===== src/rtl/fp_mul_pipe_if.sv =====
// rtl/fp_mul_pipe_if.sv - operand/result stream bundle for the pipelined FP multiplier
// master is the issue/writeback side, slave is the multiplier.
interface fp_mul_pipe_if #(
  parameter int W = 32
);
  logic         in_valid;
  logic         in_ready;
  logic [W-1:0] x;
  logic [W-1:0] y;
  logic         out_valid;
  logic         out_ready;
  logic [W-1:0] product;
  logic         overflow;
  logic         underflow;
  logic         invalid;
  logic         inexact;

  modport master (
    output in_valid, x, y, out_ready,
    input  in_ready, out_valid, product, overflow, underflow, invalid, inexact
  );

  modport slave (
    input  in_valid, x, y, out_ready,
    output in_ready, out_valid, product, overflow, underflow, invalid, inexact
  );
endinterface


===== src/rtl/fp_mul_pipe.sv =====
// rtl/fp_mul_pipe.sv - 3-stage parametrised floating-point multiplier, RNE, flush-to-zero
// S1 captures operands, S2 multiplies mantissas and sums exponents, S3 rounds and registers the result.
module fp_mul_pipe #(
  parameter int EXP_W = 8,
  parameter int MAN_W = 23
) (
  input logic         clk,
  input logic         rst,
  fp_mul_pipe_if.slave bus
);
  localparam int W   = 1 + EXP_W + MAN_W;
  localparam int EW2 = EXP_W + 2;
  localparam int PW  = 2 * MAN_W + 2;
  localparam logic [EXP_W-1:0]      EXP_ONES = '1;
  localparam logic signed [EW2-1:0] BIAS_S   = EW2'((1 << (EXP_W - 1)) - 1);
  localparam logic signed [EW2-1:0] MAX_E    = EW2'((1 << EXP_W) - 1);
  localparam logic signed [EW2-1:0] ONE      = EW2'(1);
  localparam logic signed [EW2-1:0] ZERO     = '0;

  // {zero, inf, nan}; a zero exponent is treated as zero so subnormals flush.
  function automatic logic [2:0] classify(input logic [W-2:0] v);
    logic [EXP_W-1:0] e;
    logic             fnz;
    e   = v[W-2 -: EXP_W];
    fnz = |v[MAN_W-1:0];
    return {e == '0, (e == EXP_ONES) && !fnz, (e == EXP_ONES) && fnz};
  endfunction

  logic advance;
  logic out_valid_q;

  assign advance      = !out_valid_q || bus.out_ready;
  assign bus.in_ready = advance;

  logic         s1_valid;
  logic [W-1:0] s1_x;
  logic [W-1:0] s1_y;
  logic [2:0]   cls_x;
  logic [2:0]   cls_y;

  always_ff @(posedge clk) begin
    if (rst) begin
      s1_valid <= 1'b0;
    end else if (advance) begin
      s1_valid <= bus.in_valid;
      s1_x     <= bus.x;
      s1_y     <= bus.y;
    end
  end

  assign cls_x = classify(s1_x[W-2:0]);
  assign cls_y = classify(s1_y[W-2:0]);

  logic                  s2_valid;
  logic                  s2_sign;
  logic [PW-1:0]         s2_mprod;
  logic signed [EW2-1:0] s2_exp;
  logic                  s2_nan;
  logic                  s2_inf;
  logic                  s2_zero;

  always_ff @(posedge clk) begin
    if (rst) begin
      s2_valid <= 1'b0;
    end else if (advance) begin
      s2_valid <= s1_valid;
      s2_sign  <= s1_x[W-1] ^ s1_y[W-1];
      s2_mprod <= PW'({1'b1, s1_x[MAN_W-1:0]}) * PW'({1'b1, s1_y[MAN_W-1:0]});
      s2_exp   <= $signed({2'b00, s1_x[W-2 -: EXP_W]}) + $signed({2'b00, s1_y[W-2 -: EXP_W]}) - BIAS_S;
      s2_nan   <= cls_x[0] | cls_y[0] | (cls_x[1] & cls_y[2]) | (cls_y[1] & cls_x[2]);
      s2_inf   <= cls_x[1] | cls_y[1];
      s2_zero  <= cls_x[2] | cls_y[2];
    end
  end

  logic [MAN_W-1:0]      n_frac;
  logic                  guard;
  logic                  sticky;
  logic signed [EW2-1:0] n_exp;
  logic [MAN_W:0]        r_sum;
  logic signed [EW2-1:0] r_exp;
  logic [W-1:0]          nxt_product;
  logic [3:0]            nxt_flags;

  always_comb begin
    if (s2_mprod[PW-1]) begin
      n_frac = s2_mprod[PW-2 -: MAN_W];
      guard  = s2_mprod[MAN_W];
      sticky = |s2_mprod[MAN_W-1:0];
      n_exp  = s2_exp + ONE;
    end else begin
      n_frac = s2_mprod[PW-3 -: MAN_W];
      guard  = s2_mprod[MAN_W-1];
      sticky = |s2_mprod[MAN_W-2:0];
      n_exp  = s2_exp;
    end
    r_sum = {1'b0, n_frac} + (MAN_W+1)'(guard & (sticky | n_frac[0]));
    // A carry out leaves the fraction bits at zero, so only the exponent moves.
    r_exp = r_sum[MAN_W] ? n_exp + ONE : n_exp;
  end

  // Flags packed as {overflow, underflow, invalid, inexact}.
  always_comb begin
    nxt_product = {s2_sign, r_exp[EXP_W-1:0], r_sum[MAN_W-1:0]};
    nxt_flags   = {3'b000, guard | sticky};
    if (s2_nan) begin
      nxt_product = {1'b0, EXP_ONES, 1'b1, {(MAN_W-1){1'b0}}};
      nxt_flags   = 4'b0010;
    end else if (s2_inf) begin
      nxt_product = {s2_sign, EXP_ONES, {MAN_W{1'b0}}};
      nxt_flags   = 4'b0000;
    end else if (s2_zero) begin
      nxt_product = {s2_sign, {(W-1){1'b0}}};
      nxt_flags   = 4'b0000;
    end else if (r_exp >= MAX_E) begin
      nxt_product = {s2_sign, EXP_ONES, {MAN_W{1'b0}}};
      nxt_flags   = 4'b1001;
    end else if (r_exp <= ZERO) begin
      nxt_product = {s2_sign, {(W-1){1'b0}}};
      nxt_flags   = 4'b0101;
    end
  end

  logic [W-1:0] product_q;
  logic [3:0]   flags_q;

  always_ff @(posedge clk) begin
    if (rst) begin
      out_valid_q <= 1'b0;
      product_q   <= '0;
      flags_q     <= '0;
    end else if (advance) begin
      out_valid_q <= s2_valid;
      if (s2_valid) begin
        product_q <= nxt_product;
        flags_q   <= nxt_flags;
      end
    end
  end

  assign bus.out_valid = out_valid_q;
  assign bus.product   = product_q;
  assign bus.overflow  = flags_q[3];
  assign bus.underflow = flags_q[2];
  assign bus.invalid   = flags_q[1];
  assign bus.inexact   = flags_q[0];
endmodule


===== src/flat_wrapper.sv =====
// flat-port wrapper written by rule: the top's interface ports become plain ports
module fp_mul_pipe_flat 
#(
  parameter int EXP_W = 8,
  parameter int MAN_W = 23
)
  (clk, rst, bus_in_valid, bus_x, bus_y, bus_out_ready, bus_in_ready, bus_out_valid, bus_product, bus_overflow, bus_underflow, bus_invalid, bus_inexact);
  fp_mul_pipe_if #(.W(32)) bus_i ();
  input logic clk;
  input logic rst;
  input wire logic [$bits(bus_i.in_valid)-1:0] bus_in_valid;
  input wire logic [$bits(bus_i.x)-1:0] bus_x;
  input wire logic [$bits(bus_i.y)-1:0] bus_y;
  input wire logic [$bits(bus_i.out_ready)-1:0] bus_out_ready;
  output wire logic [$bits(bus_i.in_ready)-1:0] bus_in_ready;
  output wire logic [$bits(bus_i.out_valid)-1:0] bus_out_valid;
  output wire logic [$bits(bus_i.product)-1:0] bus_product;
  output wire logic [$bits(bus_i.overflow)-1:0] bus_overflow;
  output wire logic [$bits(bus_i.underflow)-1:0] bus_underflow;
  output wire logic [$bits(bus_i.invalid)-1:0] bus_invalid;
  output wire logic [$bits(bus_i.inexact)-1:0] bus_inexact;
  assign bus_i.in_valid = bus_in_valid;
  assign bus_i.x = bus_x;
  assign bus_i.y = bus_y;
  assign bus_i.out_ready = bus_out_ready;
  assign bus_in_ready = bus_i.in_ready;
  assign bus_out_valid = bus_i.out_valid;
  assign bus_product = bus_i.product;
  assign bus_overflow = bus_i.overflow;
  assign bus_underflow = bus_i.underflow;
  assign bus_invalid = bus_i.invalid;
  assign bus_inexact = bus_i.inexact;
  fp_mul_pipe #(.EXP_W(EXP_W), .MAN_W(MAN_W)) u_core (.clk(clk), .rst(rst), .bus(bus_i));
endmodule

===== config.mk =====
export PLATFORM = sky130hd
export DESIGN_NAME = fp_mul_pipe_flat
export DESIGN_NICKNAME = d
export VERILOG_FILES = /design/src/rtl/fp_mul_pipe_if.sv /design/src/rtl/fp_mul_pipe.sv /design/src/flat_wrapper.sv
export SDC_FILE = /design/constraint.sdc
export NUM_CORES = 2
export LEC_CHECK = 0
export CAP_MARGIN = 20
export CORE_MARGIN = 5
export CORE_UTILIZATION = 50
export DETAILED_ROUTE_END_ITERATION = 6
export PLACE_DENSITY_LB_ADDON = 0.3
export SYNTH_ARGS = -nofsm -noshare
export SYNTH_HDL_FRONTEND = slang
export SYNTH_SLANG_ARGS = --single-unit

===== constraint.sdc =====
create_clock -name clk -period 12.9 [get_ports clk]
set_input_delay 1.29 -clock clk [delete_from_list [all_inputs] [get_ports clk]]
set_output_delay 1.29 -clock clk [all_outputs]
set_load 0.01 [all_outputs]

==> flow_metrics.tcl <==
set metrics [dict create \
    drt_iter0_drc 1452 \
    dp_hpwl_um 54700 \
    io_pins 106 \
    dieArea_mm2 0.0572 \
    holdBufCountCts 0 \
    avgSynthCellArea_um2 9.52 \
    startpoint "u_core.s1_y[0]" \
    syn_to_final_growth_pct 8.74 \
    routedWlPerCell_um 20.7 \
    drc 0 \
    cts_buffers 17 \
    gp_congestion 0.933 \
    ant_nets 0 \
    hold_path_class "reg -> reg" \
    routed_wirelength_um 72200 \
    fmax_mhz 121 \
    ys_ff_latch 165 \
    viasPerCell 5.52 \
    cts_buffer_depth 2 \
    final.setup.tns_ns 0 \
    cts_setup_buffers 0 \
    final_common_cell "inv_1" \
    grt_overflow 0 \
    synth_area_leader_cell "fa_1" \
    synth_async_sr_flop_share 0 \
    worstReg2RegStart "u_core.s1_y[0]" \
    cts_resized 0 \
    clk_pin_slew_worst_paths_ns 0.08 \
    grt_pass1_wl_um 115000 \
    setup_viol 0 \
    slew_headroom 0.187 \
    cp-start-kind "flip-flop" \
    num_antenna_cells 0 \
    ys.flop_type "edfxtp_1" \
    use_met2 0.424 \
    dr.pass1.iters 5 \
    finClkSkew_ns 0.0224 \
    status "finished clean" \
    final-hold-violation-count 0 \
    synthesis.area_mm2 0.0262 \
    layout_min_cycle_time_ns 8.29 \
    crit_top_cell "fa_1" \
    num_vias 19300 \
    grt_pass1_vias 20600 \
    synthTopCellsByArea "fa_1, edfxtp_1, ha_1" \
    cp_cell_sequence "clkinv_1 > nor2_1 > fa_1 > fa_1 > inv_1 > fa_1 > fa_1 > inv_1 > fa_1 > fa_1 > inv_1 > fa_1 > inv_1 > ha_1 > a211oi_1 > nor2_1 > or3_1 > o21a_1 > o2111ai_1 > a211oi_1 > or2_2 > o311ai_0" \
    core_area_mm2 0.0522 \
    fillers 4670 \
    use_met3 0.0539 \
    hp-start "u_core.bus.product[31]" \
    yosysWarnings 0 \
    slew_viol_final 0 \
    initial_utilization 0.502 \
    clock-sinks 165 \
    critPathArrivalTime_ns 8.58 \
    synth_cell_types 69 \
    fin_nets 3530 \
    grt_max_degree 61 \
    crit_buf_inv 5 \
    cp.required_ns 13.19 \
    max_slew.worst_pin.slew_ns 1.22 \
    cts-root-buf "clkbuf_16" \
    synth_edf_count 126 \
    cts_tree "built" \
    cp-end-kind "flip-flop" \
    track_usage 0.260 \
    drv_cap 0 \
    rsz0062_at_grt "false" \
    antenna_found_initial 0 \
    yosys.area.top_type_share 0.368 \
    critPathKind "reg -> reg" \
    die_h_um 239 \
    syn_nets 3495 \
    rows 84 \
    die_x_um 239 \
    grtUsageMet1 0.347 \
    hold_ws_ns 0.457 \
    crit_family "adder cells" \
    slowest_delay_ns 0.93 \
    globalRoute.busiestLayer "met2" \
    final_cell_mix "inv_1, fa_1, nand2_1, and2_1, ha_1" \
    crit_path_max_fanout 17 \
    clkLatencyLatePin_ns 0.51 \
    htreeDepth 4 \
    seq_area_frac_synth 0.174 \
    critPathSlowestCell "edfxtp_1" \
    io_buffer_count 105 \
    drive_gt1_frac 0.0296 \
    period_share 0.642 \
    postSynthCellCount 2758 \
]
layout make-up:
type,count,area [um2],area share
clock inverters,15,170,0.00596
multi-input cells,1868,18900,0.663
well taps,688,861,0.0302
clock buffers,17,425,0.0149
repair buffers,138,1320,0.0463
flip-flops and latches,165,4560,0.160
inverters,603,2260,0.0793
synth_stat cells, drive strengths merged, types with 16 or more instances:
master / instances
xor2: 51
fa: 483
nand2: 342
o21ai: 32
nand3: 23
nand4: 18
mux2i: 17
nor3: 16
a21oi: 66
xnor2: 54
clkbuf: 113
a32o: 24
ha: 186
dfxtp: 39
a21o: 28
edfxtp: 126
nor2: 103
nor4: 24
and2: 248
inv: 598
logic make-up after synthesis:
group / share of synthesized area
simple gates: 0.157
buf+inv: 0.105
fa+ha+maj: 0.457
compound gates: 0.0638
flops: 0.174
xor+xnor: 0.0350
mux: 0.00820
sequential cells by signal (all words and copies together) (netlist names), 4 cells and up:
register and cells:
u_core.bus.product 32, u_core.flags_q 4, u_core.s1_x 32, u_core.s1_y 32, u_core.s2_exp 10, u_core.s2_mprod 48
worst register-to-register path: cells and delay by family (launching register included):
kind / cells / cell delay, ns
adders and majority gates: 8 / 3.83
AOI/OAI and AO/OA: 5 / 1.32
DFF: 1 / 0.93
buffers and inverters: 5 / 0.90
and+or+nand+nor: 4 / 1.08
through the flow:
stage | instance area (um2) | instances | utilization | worst slack [ns]
after global placement | 27900 | 3459 | 0.534 | 4.86
after floorplan | 26200 | 2758 | - | 5.00
final | 28500 | 3494 | 0.546 | 4.61
after CTS | 28500 | 3491 | 0.545 | 4.70
after global routing | 28500 | 3494 | 0.546 | 4.21
after detailed placement | 27900 | 3459 | 0.534 | 4.73
layer usage:
layer / up-vias / wire length [um]
met1: 9777 / 29600
met4: 0 / 2710
met5: - / 0
li1: 8547 / -
met2: 812 / 34000
met3: 160 / 5960
worst paths after layout:
path,endpoint,slack [ns],cells after the start
max,u_core.s2_mprod[46],4.61,22
min,u_core.bus.product[31],0.46,2
max reg2reg,u_core.s2_mprod[46],4.61,22
min reg2reg,u_core.bus.product[31],0.46,2
Power is not shown: default switching activity piles up to over one toggle a cycle in this logic, so the estimate is an artifact.
